$ cat src/rtl/control_sequencer.sv
// rtl/control_sequencer.sv - fetch/decode/execute control sequencer for the ALU system datapath
// Fetches a 16-bit instruction as two bytes, then decodes ALU/LDI/BR/ST/HALT into datapath controls.

module control_sequencer #(
  parameter int MEM_WAIT = 0,
  parameter bit WF_EN    = 1'b1
) (
  input  logic        Clock,
  input  logic        Reset,
  input  logic [15:0] IROut,
  input  logic [3:0]  Flags,
  output logic [2:0]  RF_OutASel,
  output logic [2:0]  RF_OutBSel,
  output logic [2:0]  RF_FunSel,
  output logic [3:0]  RF_RegSel,
  output logic [3:0]  RF_ScrSel,
  output logic [4:0]  ALU_FunSel,
  output logic        ALU_WF,
  output logic [1:0]  ARF_OutCSel,
  output logic [1:0]  ARF_OutDSel,
  output logic [1:0]  ARF_FunSel,
  output logic [2:0]  ARF_RegSel,
  output logic        IR_LH,
  output logic        IR_Write,
  output logic        Mem_WR,
  output logic        Mem_CS,
  output logic [1:0]  MuxASel,
  output logic [1:0]  MuxBSel,
  output logic [1:0]  MuxCSel,
  output logic        MuxDSel,
  output logic [1:0]  DR_FunSel,
  output logic        DR_E,
  output logic        Halted
);

  typedef enum logic [2:0] {
    S_FL   = 3'd0,
    S_FH   = 3'd1,
    S_EX0  = 3'd2,
    S_EX1  = 3'd3,
    S_HALT = 3'd4
  } state_t;

  localparam logic [1:0] WAIT_LAST = 2'(MEM_WAIT);

  state_t     state, state_nx;
  logic [1:0] wait_cnt, wait_nx;
  logic       mem_done;
  logic       is_store;
  logic       br_taken;
  logic       unused_bits;

  assign mem_done    = (wait_cnt == WAIT_LAST);
  assign is_store    = (state == S_EX1) || (state == S_EX0 && IROut[15:13] == 3'b110);
  assign unused_bits = ^{IROut[3], Flags[1:0]};

  // Flags are {Z,C,N,O}
  always_comb begin
    case (IROut[9:8])
      2'b00:   br_taken = 1'b1;
      2'b01:   br_taken = Flags[3];
      2'b10:   br_taken = ~Flags[3];
      default: br_taken = Flags[2];
    endcase
  end

  always_ff @(posedge Clock or negedge Reset) begin
    if (!Reset) begin
      state    <= S_FL;
      wait_cnt <= 2'd0;
    end else begin
      state    <= state_nx;
      wait_cnt <= wait_nx;
    end
  end

  always_comb begin
    RF_OutASel  = 3'b000;
    RF_OutBSel  = 3'b000;
    RF_FunSel   = 3'b000;
    RF_RegSel   = 4'b0000;
    RF_ScrSel   = 4'b0000;
    ALU_FunSel  = 5'b00000;
    ALU_WF      = 1'b0;
    ARF_OutCSel = 2'b00;
    ARF_OutDSel = 2'b00;
    ARF_FunSel  = 2'b00;
    ARF_RegSel  = 3'b000;
    IR_LH       = 1'b0;
    IR_Write    = 1'b0;
    Mem_WR      = 1'b0;
    Mem_CS      = 1'b1;
    MuxASel     = 2'b00;
    MuxBSel     = 2'b00;
    MuxCSel     = 2'b00;
    MuxDSel     = 1'b0;
    DR_FunSel   = 2'b00;
    DR_E        = 1'b0;
    Halted      = 1'b0;
    state_nx    = state;
    wait_nx     = wait_cnt;

    // Reset gates outputs combinationally so an abandoned access deasserts in the same cycle
    if (Reset) begin
      case (state)
        S_FL, S_FH: begin
          Mem_CS = 1'b0;
          IR_LH  = (state == S_FH);
          if (mem_done) begin
            IR_Write   = 1'b1;
            ARF_FunSel = 2'b01;
            ARF_RegSel = 3'b100;
            wait_nx    = 2'd0;
            state_nx   = (state == S_FL) ? S_FH : S_EX0;
          end else begin
            wait_nx = wait_cnt + 2'd1;
          end
        end
        S_EX0: begin
          case (IROut[15:14])
            2'b00: begin
              ALU_FunSel = IROut[13:9];
              RF_OutASel = IROut[6:4];
              RF_OutBSel = IROut[2:0];
              RF_FunSel  = 3'b010;
              RF_RegSel  = 4'b1000 >> IROut[8:7];
              ALU_WF     = WF_EN;
              state_nx   = S_FL;
            end
            2'b01: begin
              MuxASel   = 2'b11;
              RF_FunSel = 3'b010;
              RF_RegSel = 4'b1000 >> IROut[9:8];
              state_nx  = S_FL;
            end
            2'b10: begin
              if (br_taken) begin
                MuxBSel    = 2'b11;
                ARF_FunSel = 2'b10;
                ARF_RegSel = 3'b100;
              end
              state_nx = S_FL;
            end
            default: begin
              if (IROut[13]) state_nx = S_HALT;
              else if (mem_done) state_nx = S_EX1;
            end
          endcase
        end
        S_EX1:   if (mem_done) state_nx = S_FL;
        S_HALT:  Halted = 1'b1;
        default: state_nx = S_FL;
      endcase

      // Store: low byte in S_EX0, high byte in S_EX1, AR post-incremented after each byte
      if (is_store) begin
        RF_OutASel  = IROut[6:4];
        MuxDSel     = 1'b0;
        ALU_FunSel  = 5'b10000;
        ARF_OutDSel = 2'b10;
        Mem_CS      = 1'b0;
        Mem_WR      = 1'b1;
        MuxCSel     = (state == S_EX1) ? 2'b01 : 2'b00;
        if (mem_done) begin
          ARF_FunSel = 2'b01;
          ARF_RegSel = 3'b010;
          wait_nx    = 2'd0;
        end else begin
          wait_nx = wait_cnt + 2'd1;
        end
      end
    end
  end

endmodule
$ cat config.mk
export PLATFORM = sky130hd
export DESIGN_NAME = control_sequencer
export DESIGN_NICKNAME = d
export VERILOG_FILES = /design/src/rtl/control_sequencer.sv
export SDC_FILE = /design/constraint.sdc
export NUM_CORES = 1
export LEC_CHECK = 0
export CAP_MARGIN = 20
export CORE_AREA = 3 3 55 57
export CTS_CLUSTER_DIAMETER = 200
export CTS_CLUSTER_SIZE = 12
export DETAILED_ROUTE_END_ITERATION = 10
export DIE_AREA = 0 0 58 60
export PLACE_DENSITY = 0.77
export SLEW_MARGIN = 10
export SYNTH_ARGS = -nofsm -noshare
export SYNTH_HDL_FRONTEND = slang
export SYNTH_SLANG_ARGS = --single-unit
$ cat constraint.sdc
create_clock -name Clock -period 1.8 [get_ports Clock]
set_input_delay 0.36 -clock Clock [delete_from_list [all_inputs] [get_ports Clock]]
set_output_delay 0.36 -clock Clock [all_outputs]
set_load 0.02 [all_outputs]
==> results.py <==
metrics = {
    "outcome": {
        "status": "finished, violations left",
        "violations": "negative setup slack",
    },
    "die": {
        "die_h_um": 60,
        "core_area_sq_mm": 0.00252,
        "die_w_um": 58,
        "num_rows": 18,
        "io_pins": 69,
        "die-area_sq_mm": 0.00348,
        "initial_core_util": 0.313,
    },
    "setup_path": {
        "crit_path_start_kind": "flip-flop",
        "rr_endpoint": "state[0]",
        "cp_max_fo": 5,
        "ff2ff_path_depth": 7,
        "ff2ff_setup_slack_ns": 0.12,
        "worstReg2RegStart": "state[2]",
        "critPathKind": "reg2out",
        "crit_path_end_kind": "output pin",
        "required_ns": 1.44,
        "worstPathArrival_ns": 1.56,
    },
    "cells_and_area": {
        "fin_area_sq_mm": 0.00167,
        "fillers": 180,
        "final_cells": 213,
        "final_cell_mix": "buf_4 (46), buf_6 (22), conb_1 (15)",
        "nets": 209,
        "area_growth_pct": 112,
        "drive_gt1_frac": 0.656,
        "layout_commonest_cell": "buf_4",
        "diodes": 0,
    },
    "clock_network": {
        "clkSinkCount": 5,
        "clock_path_buffers": 2,
        "numCtsBuffers": 3,
        "path_clk_slew_ns": 0.05,
        "htree_levels": 1,
        "worst_skew_pair.late_latency_ns": 0.24,
        "cts_tree": "done",
        "root_buffer": "clkbuf_4",
    },
    "routing": {
        "remaining_drc_errors": 0,
        "vias_per_cell": 4.71,
        "first_iter_violations": 19,
        "antenna_left": 0,
        "wl_per_cell_um": 15.6,
        "route.vias.total": 1003,
        "routed_wl_um": 3330,
        "dr.pass1.iters": 4,
    },
    "job": {
        "cap_violations": 0,
    },
    "timing": {
        "rsz0062_at_grt": "yes",
        "layout_setup_ws_ns": -0.122,
        "timing.final.crit_period_ns": 1.92,
        "holdWs_ns": 0.334,
        "slew_viol_final": 0,
        "fin_crit_sh": 1.07,
        "setup_viol": 18,
        "fmax_mhz": 520,
        "hold_violations": 0,
        "fin_setup_tns_ns": -1.08,
        "clock_skew_ns": 0.00576,
    },
    "grt": {
        "grt_pass1_wl_um": 4290,
        "grt.overflow.total": 0,
        "grt_use_total": 0.162,
        "grt_pass1_vias": 929,
        "antenna_found_initial": 0,
        "grt_max_degree": 11,
    },
    "placement": {
        "dp_slack_ns": -0.928,
        "place.port_buffers": 50,
        "gp_congestion": 0.772,
        "dp_cells": 196,
        "place_hpwl_um": 2130,
        "place_area_sq_mm": 0.00145,
    },
    "power_and_ir_drop": {
        "p_leak_uw": 0.000828,
        "pwr-share-comb": 0.773,
        "power_density_mw_per_mm2": 836,
        "power_frac_clock": 0.091,
        "p_int_uw": 780,
        "p_sw_uw": 618,
        "p_seq_frac": 0.136,
        "vdd_drop_max_mv": 0.539,
        "switching_share": 0.442,
    },
    "yosys": {
        "yosysTopAreaCellShare": 0.180,
        "seq_area_frac_synth": 0.158,
        "synth_top_area_cell": "buf_4",
        "yosysUniqueCellTypes": 38,
        "avgSynthCellArea_sq_um": 8.24,
        "synth_cells": 96,
        "ys_seq_elements": 5,
        "ys_top_cells_by_area": "buf_4 (18%), dfrtp_1 (16%), and2_1 (8.7%)",
        "synth_warnings": 0,
        "syn_area_sq_um": 791,
    },
    "worst_hold_path": {
        "hold_path.class": "in2async",
    },
}
==> stage by stage <==
stage                      util  power (uW)
after detailed placement  0.576         992
final                     0.663        1400
after CTS                 0.610        1210
after floorplan               -         630
after global placement    0.576         969
after global routing      0.663        1480
==> per-layer routing <==
metal / vias to the layer above / track usage / part of all wire / wire length (um)
met5: - / 0 / 0 / 0
li1: 472 / - / - / -
met3: 4 / 0.0346 / 0.080 / 265
met1: 477 / 0.164 / 0.34 / 1130
met2: 50 / 0.321 / 0.57 / 1900
met4: 0 / 0.0596 / 0.0090 / 30
==> cell usage after synthesis <==
library cell  instances
nand3_1               2
or3_4                 1
nand2b_1              2
and2_1               11
nand2b_2              1
o32ai_1               1
or2_2                 1
and3_1                1
and2_2                1
a31o_2                1
nor3_1                2
o2bb2ai_1             1
a31oi_2               1
buf_2                 1
o22ai_1               1
nor2_1                6
ha_1                  3
a211oi_1              1
or2_1                 1
a31oi_1               3
buf_4                19
conb_1                1
a2bb2oi_1             1
nand3b_4              1
a2111oi_0             1
o21ai_0               2
and4_2                1
dfrtp_1               5
nor3b_1               1
nand3b_1              3
a21o_1                2
nand2_1               2
clkinv_2              1
a2111oi_4             1
mux2_2                4
inv_1                 7
a21oi_1               1
nor3_4                1
==> logic make-up after synthesis <==
family / count (synthesis) / share of synthesized area
and+or+nand+nor: 38 / 0.321
buffers and inverters: 28 / 0.226
AOI/OAI and AO/OA: 17 / 0.185
DFF: 5 / 0.158
muxes: 4 / 0.0570
adders and majority gates: 3 / 0.0475
other: 1 / 0.00474
==> timing repair <==
action	4_1_cts	5_1_grt
pin swaps	8	14
hold endpoints to repair	0	0
gates resized for setup	201	36
hold buffers	0	0
setup buffers	5	8
endpoints found under the setup margin	34	32
==> critical path, cell delays in order, from the launching register on <==
cell      delay, ns
dfrtp_1        0.39
buf_6          0.14
or3_4          0.42
clkinv_4       0.08
and2_2         0.16
buf_4          0.14
==> registers in the layout (all words and copies together), names as in the netlist <==
register	cells
state	3
wait_cnt	2
==> power by group through the flow <==
stage / Clock [uW] / Sequential, uW / Combinational [uW]
2_1_floorplan: 0 / 169 / 460
3_3_place_gp: 0 / 178 / 792
3_5_place_dp: 0 / 179 / 812
4_1_cts: 135 / 189 / 882
5_1_grt: 142 / 193 / 1140
6_report: 127 / 190 / 1080
==> final cells by class <==
class | instances | area (sq um) | area share
sequential | 5 | 126 | 0.0755
timing repair buffer | 89 | 774 | 0.463
clock buffer | 4 | 26.3 | 0.0157
multi-input combinational | 77 | 669 | 0.400
inverter | 8 | 38.8 | 0.0232
tap | 30 | 37.5 | 0.0224
==> how the worst max path moves through the flow <==
stage                     startpoint            end  slack [ns]  cells after the start
final                       state[0]     MuxASel[1]       -0.12                      5
after global routing        state[0]     MuxASel[0]       -0.17                      5
after CTS                   state[2]   RF_RegSel[0]        -0.1                      5
after detailed placement    Flags[3]  ARF_RegSel[2]       -0.93                      5
after global placement      Flags[3]  ARF_RegSel[2]       -0.83                      5
after floorplan            IROut[14]  ALU_FunSel[0]       -0.02                      4
Power figures use the tool's default switching activity.
